**config.mk**
```make
export PLATFORM = sky130hd
export DESIGN_NAME = mem_resp_stage_flat
export DESIGN_NICKNAME = d
export VERILOG_FILES = /design/src/rtl/mem_pkg.sv /design/src/rtl/mem_resp_stage_if.sv /design/src/rtl/mem_resp_stage_load_align.sv /design/src/rtl/mem_resp_stage.sv /design/src/flat_wrapper.sv
export SDC_FILE = /design/constraint.sdc
export NUM_CORES = 1
export LEC_CHECK = 0
export ABC_AREA = 1
export BUFFER_PORTS_ARGS = -buffer_cell sky130_fd_sc_hd__buf_4
export CAP_MARGIN = 20
export CORE_AREA = 2 2 156 158
export DETAILED_ROUTE_END_ITERATION = 7
export DIE_AREA = 0 0 158 160
export GPL_TIMING_DRIVEN = 0
export PLACE_DENSITY = 0.82
export SLEW_MARGIN = 20
export SYNTH_ARGS = -nofsm -noshare
export SYNTH_HDL_FRONTEND = slang
export SYNTH_HIERARCHICAL = 1
export SYNTH_SLANG_ARGS = --single-unit
export TNS_END_PERCENT = 30
```
**constraint.sdc**
```tcl
create_clock -name clk -period 5.7 [get_ports clk]
set_clock_uncertainty 0.1 [all_clocks]
set_input_delay 1.425 -clock clk [delete_from_list [all_inputs] [get_ports clk]]
set_output_delay 1.425 -clock clk [all_outputs]
set_load 0.02 [all_outputs]
```
**src/rtl/mem_pkg.sv**
```systemverilog
// Shared definitions for the MEM stage: load-op encodings, forwarding bus
// widths and the outstanding-request counter width helper.
package mem_pkg;

    localparam logic [2:0] LOAD_OP_ALU = 3'd0;
    localparam logic [2:0] LOAD_OP_LW  = 3'd1;
    localparam logic [2:0] LOAD_OP_LH  = 3'd2;
    localparam logic [2:0] LOAD_OP_LB  = 3'd3;
    localparam logic [2:0] LOAD_OP_LWL = 3'd4;
    localparam logic [2:0] LOAD_OP_LWR = 3'd5;

    localparam int unsigned FWD_WE_W   = 4;
    localparam int unsigned FWD_DEST_W = 5;
    localparam int unsigned FWD_DATA_W = 32;

    function automatic int unsigned cnt_width(input int unsigned max_outst);
        return $clog2(max_outst + 1);
    endfunction

    // Ops 6/7 fall back to the ALU result, so only 1..5 read memory data.
    function automatic logic is_load_op(input logic [2:0] op);
        return (op >= LOAD_OP_LW) && (op <= LOAD_OP_LWR);
    endfunction

endpackage

```
**src/rtl/mem_resp_stage_if.sv**
```systemverilog
// Data-bus handshake between EX / the data bus and the MEM stage.
// master: EX request side plus bus response; slave: mem_resp_stage.
interface mem_resp_stage_if;
    import mem_pkg::*;

    logic                  es_req_fire;
    logic                  ms_can_issue;
    logic                  data_ok;
    logic [FWD_DATA_W-1:0] data_rdata;

    modport master (
        output es_req_fire,
        output data_ok,
        output data_rdata,
        input  ms_can_issue
    );

    modport slave (
        input  es_req_fire,
        input  data_ok,
        input  data_rdata,
        output ms_can_issue
    );

endinterface

```
**src/rtl/mem_resp_stage_load_align.sv**
```systemverilog
// Combinational load alignment / extension. lwl/lwr merge with rt only when
// MEM_LWLR_EN is defined; otherwise ops 4/5 decode as lw.
module load_align
    import mem_pkg::*;
(
    input  logic [31:0] data_i,
    input  logic [1:0]  offset_i,
    input  logic [2:0]  load_op_i,
    input  logic        ext_i,
    input  logic [31:0] rt_i,
    output logic [31:0] result_o
);

    logic [7:0]  byte_sel;
    logic [15:0] half_sel;

    always_comb begin
        byte_sel = data_i[7:0];
        case (offset_i)
            2'd0: byte_sel = data_i[7:0];
            2'd1: byte_sel = data_i[15:8];
            2'd2: byte_sel = data_i[23:16];
            2'd3: byte_sel = data_i[31:24];
            default: byte_sel = data_i[7:0];
        endcase
        half_sel = offset_i[1] ? data_i[31:16] : data_i[15:0];
    end

`ifdef MEM_LWLR_EN
    always_comb begin
        result_o = data_i;
        case (load_op_i)
            LOAD_OP_LH: result_o = {{16{ext_i & half_sel[15]}}, half_sel};
            LOAD_OP_LB: result_o = {{24{ext_i & byte_sel[7]}}, byte_sel};
            LOAD_OP_LWL: begin
                case (offset_i)
                    2'd0: result_o = {data_i[7:0],  rt_i[23:0]};
                    2'd1: result_o = {data_i[15:0], rt_i[15:0]};
                    2'd2: result_o = {data_i[23:0], rt_i[7:0]};
                    default: result_o = data_i;
                endcase
            end
            LOAD_OP_LWR: begin
                case (offset_i)
                    2'd1: result_o = {rt_i[31:24], data_i[31:8]};
                    2'd2: result_o = {rt_i[31:16], data_i[31:16]};
                    2'd3: result_o = {rt_i[31:8],  data_i[31:24]};
                    default: result_o = data_i;
                endcase
            end
            default: result_o = data_i;
        endcase
    end
`else
    logic unused_rt;
    assign unused_rt = ^rt_i;

    always_comb begin
        result_o = data_i;
        case (load_op_i)
            LOAD_OP_LH: result_o = {{16{ext_i & half_sel[15]}}, half_sel};
            LOAD_OP_LB: result_o = {{24{ext_i & byte_sel[7]}}, byte_sel};
            default:    result_o = data_i;
        endcase
    end
`endif

endmodule

```
**src/rtl/mem_resp_stage.sv**
```systemverilog
// MEM stage of the 5-stage MIPS core: tracks outstanding data requests, drops
// beats of flushed loads, buffers one beat under WB stall. Option: MEM_LWLR_EN.
module mem_resp_stage
    import mem_pkg::*;
#(
    parameter int unsigned MAX_OUTST = 2,
    parameter int unsigned SB_W      = 64
) (
    input  logic                  clk,
    input  logic                  reset,
    input  logic                  flush,

    input  logic                  es_valid,
    output logic                  ms_allowin,
    mem_resp_stage_if.slave       dbus,

    input  logic [31:0]           in_pc,
    input  logic [31:0]           in_alu_result,
    input  logic [31:0]           in_rt_value,
    input  logic [4:0]            in_dest,
    input  logic [3:0]            in_gr_we,
    input  logic [2:0]            in_load_op,
    input  logic                  in_load_ext,
    input  logic                  in_req_sent,
    input  logic                  in_ex,
    input  logic [SB_W-1:0]       in_sideband,

    input  logic                  ws_allowin,
    output logic                  ms_to_ws_valid,
    output logic [31:0]           out_pc,
    output logic [31:0]           out_result,
    output logic [4:0]            out_dest,
    output logic [3:0]            out_gr_we,
    output logic                  out_ex,
    output logic [SB_W-1:0]       out_sideband,

    output logic                  ms_ex_block,
    output logic                  fwd_valid,
    output logic [FWD_WE_W-1:0]   fwd_we,
    output logic [FWD_DEST_W-1:0] fwd_dest,
    output logic [FWD_DATA_W-1:0] fwd_result,
    output logic                  fwd_data_ready
);

    localparam int unsigned      CNT_W   = cnt_width(MAX_OUTST);
    localparam logic [CNT_W-1:0] MAX_CNT = CNT_W'(MAX_OUTST);

    logic             ms_valid_q, ms_valid_d;
    logic [31:0]      pc_q, alu_q, rt_q;
    logic [4:0]       dest_q;
    logic [3:0]       gr_we_q;
    logic [2:0]       load_op_q;
    logic             ext_q, req_sent_q, ex_q;
    logic [SB_W-1:0]  sb_q;

    logic [CNT_W-1:0] pend_q, pend_d;
    logic [CNT_W-1:0] cancel_q, cancel_d;
    logic             buf_valid_q, buf_valid_d;
    logic [31:0]      buf_data_q, buf_data_d;

    logic             drop, beat_ok, ms_ready_go, leave, stage_load, fwd_active;
    logic [31:0]      load_data, aligned;

    // A beat arriving while cancel_cnt > 0 belongs to a flushed instruction.
    assign drop        = dbus.data_ok && (cancel_q != '0);
    assign beat_ok     = dbus.data_ok && !drop;
    assign ms_ready_go = !req_sent_q || buf_valid_q || beat_ok;
    assign ms_allowin  = !ms_valid_q || (ms_ready_go && ws_allowin);
    assign ms_to_ws_valid = ms_valid_q && ms_ready_go && !flush;
    assign leave       = ms_to_ws_valid && ws_allowin;
    assign stage_load  = es_valid && ms_allowin && !flush;

    assign dbus.ms_can_issue = (pend_q < MAX_CNT);

    always_comb begin
        pend_d = pend_q + CNT_W'(dbus.es_req_fire) - CNT_W'(dbus.data_ok);

        // On flush every request still outstanding after this cycle's traffic
        // is owed a discarded beat; a same-cycle beat is already accounted for.
        cancel_d = cancel_q;
        if (flush) begin
            cancel_d = pend_d;
        end else if (drop) begin
            cancel_d = cancel_q - CNT_W'(1);
        end

        buf_valid_d = buf_valid_q;
        buf_data_d  = buf_data_q;
        if (flush || leave) begin
            buf_valid_d = 1'b0;
        end else if (beat_ok && ms_valid_q && req_sent_q && !buf_valid_q) begin
            buf_valid_d = 1'b1;
            buf_data_d  = dbus.data_rdata;
        end

        ms_valid_d = ms_valid_q;
        if (flush) begin
            ms_valid_d = 1'b0;
        end else if (ms_allowin) begin
            ms_valid_d = es_valid;
        end
    end

    always_ff @(posedge clk) begin
        if (reset) begin
            ms_valid_q  <= 1'b0;
            pend_q      <= '0;
            cancel_q    <= '0;
            buf_valid_q <= 1'b0;
            buf_data_q  <= '0;
            pc_q        <= '0;
            alu_q       <= '0;
            rt_q        <= '0;
            dest_q      <= '0;
            gr_we_q     <= '0;
            load_op_q   <= '0;
            ext_q       <= 1'b0;
            req_sent_q  <= 1'b0;
            ex_q        <= 1'b0;
            sb_q        <= '0;
        end else begin
            ms_valid_q  <= ms_valid_d;
            pend_q      <= pend_d;
            cancel_q    <= cancel_d;
            buf_valid_q <= buf_valid_d;
            buf_data_q  <= buf_data_d;
            if (stage_load) begin
                pc_q       <= in_pc;
                alu_q      <= in_alu_result;
                rt_q       <= in_rt_value;
                dest_q     <= in_dest;
                gr_we_q    <= in_gr_we;
                load_op_q  <= in_load_op;
                ext_q      <= in_load_ext;
                req_sent_q <= in_req_sent;
                ex_q       <= in_ex;
                sb_q       <= in_sideband;
            end
        end
    end

    assert property (@(posedge clk) disable iff (reset) pend_q <= MAX_CNT);

    assign load_data = buf_valid_q ? buf_data_q : dbus.data_rdata;

    load_align u_load_align (
        .data_i    (load_data),
        .offset_i  (alu_q[1:0]),
        .load_op_i (load_op_q),
        .ext_i     (ext_q),
        .rt_i      (rt_q),
        .result_o  (aligned)
    );

    assign out_result   = is_load_op(load_op_q) ? aligned : alu_q;
    assign out_pc       = pc_q;
    assign out_dest     = dest_q;
    assign out_gr_we    = flush ? '0 : gr_we_q;
    assign out_ex       = ex_q;
    assign out_sideband = sb_q;
    assign ms_ex_block  = ms_valid_q && ex_q;

    assign fwd_active     = ms_valid_q && !flush;
    assign fwd_valid      = fwd_active;
    assign fwd_we         = fwd_active ? gr_we_q : '0;
    assign fwd_dest       = fwd_active ? dest_q : '0;
    assign fwd_result     = fwd_active ? out_result : '0;
    assign fwd_data_ready = fwd_active && ms_ready_go;

endmodule

```
**src/flat_wrapper.sv**
```systemverilog
// flat-port wrapper written by rule: the top's interface ports become plain ports
module mem_resp_stage_flat import mem_pkg::*;
#(
    parameter int unsigned MAX_OUTST = 2,
    parameter int unsigned SB_W      = 64
)
  (clk, reset, flush, es_valid, ms_allowin, in_pc, in_alu_result, in_rt_value, in_dest, in_gr_we, in_load_op, in_load_ext, in_req_sent, in_ex, in_sideband, ws_allowin, ms_to_ws_valid, out_pc, out_result, out_dest, out_gr_we, out_ex, out_sideband, ms_ex_block, fwd_valid, fwd_we, fwd_dest, fwd_result, fwd_data_ready, dbus_es_req_fire, dbus_data_ok, dbus_data_rdata, dbus_ms_can_issue);
  mem_resp_stage_if dbus_i ();
  input  logic clk;
  input  logic reset;
  input  logic flush;
  input  logic es_valid;
  output logic ms_allowin;
  input  logic [31:0] in_pc;
  input  logic [31:0] in_alu_result;
  input  logic [31:0] in_rt_value;
  input  logic [4:0] in_dest;
  input  logic [3:0] in_gr_we;
  input  logic [2:0] in_load_op;
  input  logic in_load_ext;
  input  logic in_req_sent;
  input  logic in_ex;
  input  logic [SB_W-1:0] in_sideband;
  input  logic ws_allowin;
  output logic ms_to_ws_valid;
  output logic [31:0] out_pc;
  output logic [31:0] out_result;
  output logic [4:0] out_dest;
  output logic [3:0] out_gr_we;
  output logic out_ex;
  output logic [SB_W-1:0] out_sideband;
  output logic ms_ex_block;
  output logic fwd_valid;
  output logic [FWD_WE_W-1:0] fwd_we;
  output logic [FWD_DEST_W-1:0] fwd_dest;
  output logic [FWD_DATA_W-1:0] fwd_result;
  output logic fwd_data_ready;
  input wire logic [$bits(dbus_i.es_req_fire)-1:0] dbus_es_req_fire;
  input wire logic [$bits(dbus_i.data_ok)-1:0] dbus_data_ok;
  input wire logic [$bits(dbus_i.data_rdata)-1:0] dbus_data_rdata;
  output wire logic [$bits(dbus_i.ms_can_issue)-1:0] dbus_ms_can_issue;
  assign dbus_i.es_req_fire = dbus_es_req_fire;
  assign dbus_i.data_ok = dbus_data_ok;
  assign dbus_i.data_rdata = dbus_data_rdata;
  assign dbus_ms_can_issue = dbus_i.ms_can_issue;
  mem_resp_stage #(.MAX_OUTST(MAX_OUTST), .SB_W(SB_W)) u_core (.clk(clk), .reset(reset), .flush(flush), .es_valid(es_valid), .ms_allowin(ms_allowin), .dbus(dbus_i), .in_pc(in_pc), .in_alu_result(in_alu_result), .in_rt_value(in_rt_value), .in_dest(in_dest), .in_gr_we(in_gr_we), .in_load_op(in_load_op), .in_load_ext(in_load_ext), .in_req_sent(in_req_sent), .in_ex(in_ex), .in_sideband(in_sideband), .ws_allowin(ws_allowin), .ms_to_ws_valid(ms_to_ws_valid), .out_pc(out_pc), .out_result(out_result), .out_dest(out_dest), .out_gr_we(out_gr_we), .out_ex(out_ex), .out_sideband(out_sideband), .ms_ex_block(ms_ex_block), .fwd_valid(fwd_valid), .fwd_we(fwd_we), .fwd_dest(fwd_dest), .fwd_result(fwd_result), .fwd_data_ready(fwd_data_ready));
endmodule
```
==> metrics.cfg, run 1 <==
[setup_path]
critPathMaxFanout = 10
end_kind = output pin
worst-r2r-setup-slack_ps = 3700
worst-r2r-cell-count = 11
worst_ep_required_time_ps = 4180
reg2reg_launch_point = u_core/cancel_q[0]
setup.worst_path.start_class = input port
crit_start = dbus_data_rdata[15]
setup.worst_path.class = input port to output pin
worst_path_largest_cell_delay_ps = 530
crit_path_cell_trace = buf_4 -> inv_1 -> o21ai_0 -> o21ai_0 -> nand2_1 -> nand3_2 -> buf_2 -> nand3_1 -> nand2_1 -> a21oi_1 -> buf_4
cpMaxStageDelayCell = sky130_fd_sc_hd__o21ai_0
timing.critical_path.arrival_ps = 3410
crit_path_end = fwd_result[11]
crit-reg2reg-capture = u_core/out_sideband[0]

[hold_path]
timing.hold.worst.start = u_core/buf_valid_q
hold_path.class = flop to flop

[global_route]
grt_pass1_wl_um = 54500
grtUsageTotal_pct = 27.5
grt_max_degree = 20
grt.overflow.total = 0
vias_in_the_first_global_route = 10900
grt_antenna_before_repair = 1

[routing]
avgViaCountPerCell = 5.03
ant_nets = 0
finalWirelength_um = 36200
post-route-drc-count = 0
drt_pass1_iterations = 6
first_iter_violations = 1081
routedWlPerCell_um = 15.5
via_count = 11700

[power_and_ir_drop]
power_density_nw_per_um2 = 248
power.total_mw = 3.42
vdd.ir_drop.worst_uv = 233
leakage_nw = 7.34

[floorplanning]
core_area_um2 = 23800
die_area_um2 = 25300
io_pins = 399
start_util_pct = 42.2
fp_rows = 57
die_width_um = 158
die_y_um = 160

[cts]
cts_buffer_depth = 2
cts-buffers-inserted = 17
cts.hold.buffers_added = 0
clk_transition_reported_paths_ps = 70
cts_setup_buffers = 0
cts-resized-gates = 0
clk_root_buffer_cell = sky130_fd_sc_hd__clkbuf_16
clkLatencyLatePin_ps = 430
cts.sink_count = 181
cts.htree.levels = 4
tritoncts = done

[timing]
tightestPinTransition_ps = 699
totalNegativeSetupSlack_ps = 0
min_period_ps = 4940
timing.final.setup_violations = 0
headroom_to_the_max_slew_limit_pct = 53.4
final.period_utilization_pct = 86.6
unrepaired_setup_endpoints_after_global_routing = false
finalMaxSlewViolations = 0
maximum_frequency_from_static_timing_analysis_mhz = 203
hold_viol = 0

[finish]
layout-drive-gt1-share_pct = 25.4
finalCoreUtilization_pct = 57.9
layout.cells.most_common_list = sky130_fd_sc_hd__nand2_1 (395), sky130_fd_sc_hd__buf_4 (382), sky130_fd_sc_hd__inv_1 (213), sky130_fd_sc_hd__a21oi_1 (213), sky130_fd_sc_hd__nor2_1 (198)
finish.instance_area_um2 = 13800
final_common_cell = sky130_fd_sc_hd__nand2_1
final.fill_count = 2299
area_growth_syn_to_layout_pct = 37.2
final_nets = 2214
register_area_um2 = 3620
multi_input_gate_area_um2 = 4840

[flow_run]
drv.max_cap_violation_count = 0

[placement]
port_buffers = 366
dpl_cell_area_um2 = 13200
detailed_place_hpwl_um = 28000
gp_congestion = 0.958

[run_status]
status = completed

[synthesis]
post_synth_instance_area_um2 = 10100
post_synth.cell_area_avg_um2 = 6.24
synth-warning-count = 6
synthCells = 1612
synthesis.nets = 1829

worst min-delay path by stage:
stage                                  end  cells after the start
floorplan               u_core/buf_valid_q                      2
detailed placement      u_core/buf_valid_q                      2
global route        u_core/out_sideband[7]                      2
finish                  u_core/buf_valid_q                      2
global placement          u_core/alu_q[29]                      2
CTS                     u_core/buf_valid_q                      2
per-stage QoR:
stage / setup WS (ps) / std cells / hold slack [ps]
final: 764 / 2335 / 378
after global placement: 795 / 2302 / 361
after global routing: 598 / 2335 / 402
after detailed placement: 810 / 2302 / 367
after floorplan: 1410 / 1612 / 347
after CTS: 792 / 2334 / 380
critical path, delay by kind of cell:
kind,cells,cell delay [ps]
AO/OA/AOI/OAI,3,950
AND/OR/NAND/NOR,4,480
buffers and inverters,4,550
metal layers:
layer / track usage (%) / vias up / part of all wire [%]
met3: 5.94 / 78 / 8.3
met1: 32.6 / 5308 / 39
met5: 0 / - / 0
li1: - / 5803 / -
met2: 47.5 / 555 / 49
met4: 11.8 / 0 / 4.2
power breakdown:
part	internal (mW)	switching [mW]	total [mW]	leakage (nW)
sequential	1.34	0.0498	1.39	1.49
clock	0.589	0.593	1.18	0.289
combinational	0.350	0.495	0.845	5.56
area by class of cell:
type | instances | share of cell area [%]
inverters | 216 | 5.88
diodes | 1 | 0.0181
multi-input cells | 1081 | 35.1
clock inverters | 15 | 1.18
clock buffers | 17 | 3.08
flip-flops and latches | 181 | 26.3
repair buffers | 366 | 19.9
plain buffers | 134 | 5.68
well taps | 324 | 2.94
sequential cells by signal, indices dropped and copies added (netlist names):
| register | flops |
|---|---|
| u_core/alu_q | 32 |
| u_core/cancel_q | 2 |
| u_core/out_sideband | 64 |
| u_core/ms_valid_q | 1 |
| u_core/buf_data_q | 32 |
| u_core/out_pc | 32 |
| u_core/out_dest | 5 |
| u_core/buf_valid_q | 1 |
| u_core/pend_q | 2 |
| u_core/gr_we_q | 4 |
| u_core/out_ex | 1 |
| u_core/load_op_q | 3 |
| u_core/req_sent_q | 1 |
| u_core/ext_q | 1 |
(Power assumes the default switching activity.)
==> inputs of run 2 (changes only) <==
Settings changed: CORE_AREA 2 2 156 158 to 2 2 155 157, DIE_AREA 0 0 158 160 to 0 0 157 159, PLACE_DENSITY 0.82 to 0.83, SETUP_SLACK_MARGIN set to 0.2.
==> run 2 against run 1 <==
  * First-iteration DRC count shrank 14%
  * Register-to-register slack improved by 50 ps
  * Final cell count decreased by 0.26%
  * Core utilization grew 1.5 points
  * Clock power barely moved
  * Total power is 0.27% lower
  * Die area shrank 1.3%
==> metrics.cfg, run 2 (synthesized netlist as in run 1, its figures left out) <==
[run_status]
status = completed

[routing]
ant_nets = 0  ; unchanged
drt_pass1_iterations = 5  ; -1
finalWirelength_um = 36100  ; -0.24%
first_iter_violations = 932  ; -14%
via_count = 11900  ; +0.95%
avgViaCountPerCell = 5.09  ; +1.2%
post-route-drc-count = 0  ; unchanged
routedWlPerCell_um = 15.5  ; about the same

[global_route]
grt_antenna_before_repair = 0  ; -1
grt_pass1_wl_um = 54900  ; +0.71%
grtUsageTotal_pct = 27.7  ; +0.26 points
grt.overflow.total = 0  ; unchanged
vias_in_the_first_global_route = 10800  ; -0.59%
grt_max_degree = 20  ; unchanged

[floorplanning]
start_util_pct = 43.3  ; +1.1 points
die_area_um2 = 25000  ; -1.3%
die_y_um = 159  ; -0.63%
fp_rows = 56  ; -1.8%
die_width_um = 157  ; -0.63%
io_pins = 399  ; unchanged
core_area_um2 = 23200  ; -2.6%

[power_and_ir_drop]
leakage_nw = 7.33  ; about the same
power_density_nw_per_um2 = 247  ; -0.18%
vdd.ir_drop.worst_uv = 167  ; -28%

[finish]
final_nets = 2214  ; unchanged
area_growth_syn_to_layout_pct = 37.1  ; about the same
largest_reg_flops = 64  ; unchanged
layout.cells.most_common_list = sky130_fd_sc_hd__nand2_1 (395), sky130_fd_sc_hd__buf_4 (382), sky130_fd_sc_hd__inv_1 (213), sky130_fd_sc_hd__a21oi_1 (213), sky130_fd_sc_hd__nor2_1 (198)
final_common_cell = sky130_fd_sc_hd__nand2_1
finalCoreUtilization_pct = 59.4  ; +1.5 points
antenna-diode-count = 0  ; -1
layout-drive-gt1-share_pct = 25.3  ; -0.050 points

[timing]
hold_viol = 0  ; unchanged
totalNegativeSetupSlack_ps = 0  ; unchanged
headroom_to_the_max_slew_limit_pct = 51.6  ; -1.8 points
unrepaired_setup_endpoints_after_global_routing = false
finalMaxSlewViolations = 0  ; unchanged
final.period_utilization_pct = 86.5  ; -0.14 points
timing.final.setup_violations = 0  ; unchanged
tightestPinTransition_ps = 726  ; +27.4 ps
min_period_ps = 4930  ; -7.74 ps
maximum_frequency_from_static_timing_analysis_mhz = 203  ; +0.16%

[hold_path]
worst_hold_path.num_cells = 2  ; unchanged
hold_path.class = flop to flop

[cts]
cts-resized-gates = 0  ; unchanged
clk_root_buffer_cell = sky130_fd_sc_hd__clkbuf_16
cts-buffers-inserted = 17  ; unchanged
clkLatencyLatePin_ps = 430  ; about the same
clk_transition_reported_paths_ps = 70  ; about the same
cts.hold.buffers_added = 0  ; unchanged
cts.htree.levels = 4  ; unchanged
cts.sink_count = 181  ; unchanged
cts_setup_buffers = 0  ; unchanged
cts_buffer_depth = 2  ; unchanged
tritoncts = done

[placement]
port_buffers = 366  ; unchanged
gp_congestion = 0.953  ; -0.56%
detailed_place_hpwl_um = 28100  ; +0.48%

[flow_run]
drv.max_cap_violation_count = 0  ; unchanged

[setup_path]
worst-r2r-cell-count = 9  ; -2
worst_ep_required_time_ps = 4180  ; about the same
timing.critical_path.arrival_ps = 3400  ; about the same
critPathMaxFanout = 10  ; unchanged
setup.worst_path.class = input port to output pin
setup.worst_path.start_class = input port
end_kind = output pin

==> run 2: cell count changes in the layout (fill, tap and decap cells not counted), sizes merged <==
cell,delta
diode,-1
clkinv,-1
clkbuf,+1
==> run 2: final cells by class <==
| cell class | count | area (um2) |
|---|---|---|
| fillers | 2250 | 9410 |
| multi-input cells | 1081 | 4840 |
| flip-flops and latches | 181 | 3620 |
| repair buffers | 366 | 2750 |
| inverters | 216 | 811 |
| plain buffers | 134 | 783 |
| clock buffers | 18 | 429 |
| well taps | 319 | 399 |
| clock inverters | 14 | 155 |
==> run 2: report_power, final <==
part	switching [mW]	internal, mW
logic	0.494	0.350
clock network	0.584	0.590
registers	0.0499	1.34
==> run 2: critical path: stages <==
cell and delay, ps:
sky130_fd_sc_hd__buf_4 80, sky130_fd_sc_hd__inv_1 60, sky130_fd_sc_hd__o21ai_0 460, sky130_fd_sc_hd__o21ai_0 200
sky130_fd_sc_hd__nand2_1 140, sky130_fd_sc_hd__nand3_2 160, sky130_fd_sc_hd__buf_2 250, sky130_fd_sc_hd__nand3_1 150
sky130_fd_sc_hd__nand2_1 130, sky130_fd_sc_hd__a21oi_1 190, sky130_fd_sc_hd__buf_4 160
==> run 2: per-stage QoR <==
stage | setup slack (ps) | std cells | hold slack [ps] | power (mW) | cell area [um2]
after CTS | 840 | 2329 | 385 | 3.42 | 13800
final | 772 | 2329 | 386 | 3.41 | 13800
after detailed placement | 858 | 2297 | 367 | 2.25 | 13200
after global placement | 892 | 2297 | 361 | 2.24 | 13200
after global routing | 639 | 2329 | 403 | 3.56 | 13800
after floorplan | 1410 | 1612 | 347 | 1.89 | 10100
==> run 2: path summary, 6_finish.rpt <==
path | startpoint | end | slack, ps
worst max register to register | u_core/cancel_q[0] | u_core/buf_valid_q | 3750
worst max-delay path | dbus_data_rdata[15] | fwd_result[14] | 770
worst min-delay path | u_core/out_sideband[63] | u_core/out_sideband[63] | 390
worst min register to register | u_core/out_sideband[63] | u_core/out_sideband[63] | 390
==> run 2: per-layer routing <==
layer  global-route usage (%)  share of wire, %  up-vias
met2                     48.4                49      558
met1                     33.1                39     5413
met4                     11.6               3.7        0
met3                     5.33               8.2       78
met5                        0                 0        -
li1                         -                 -     5807
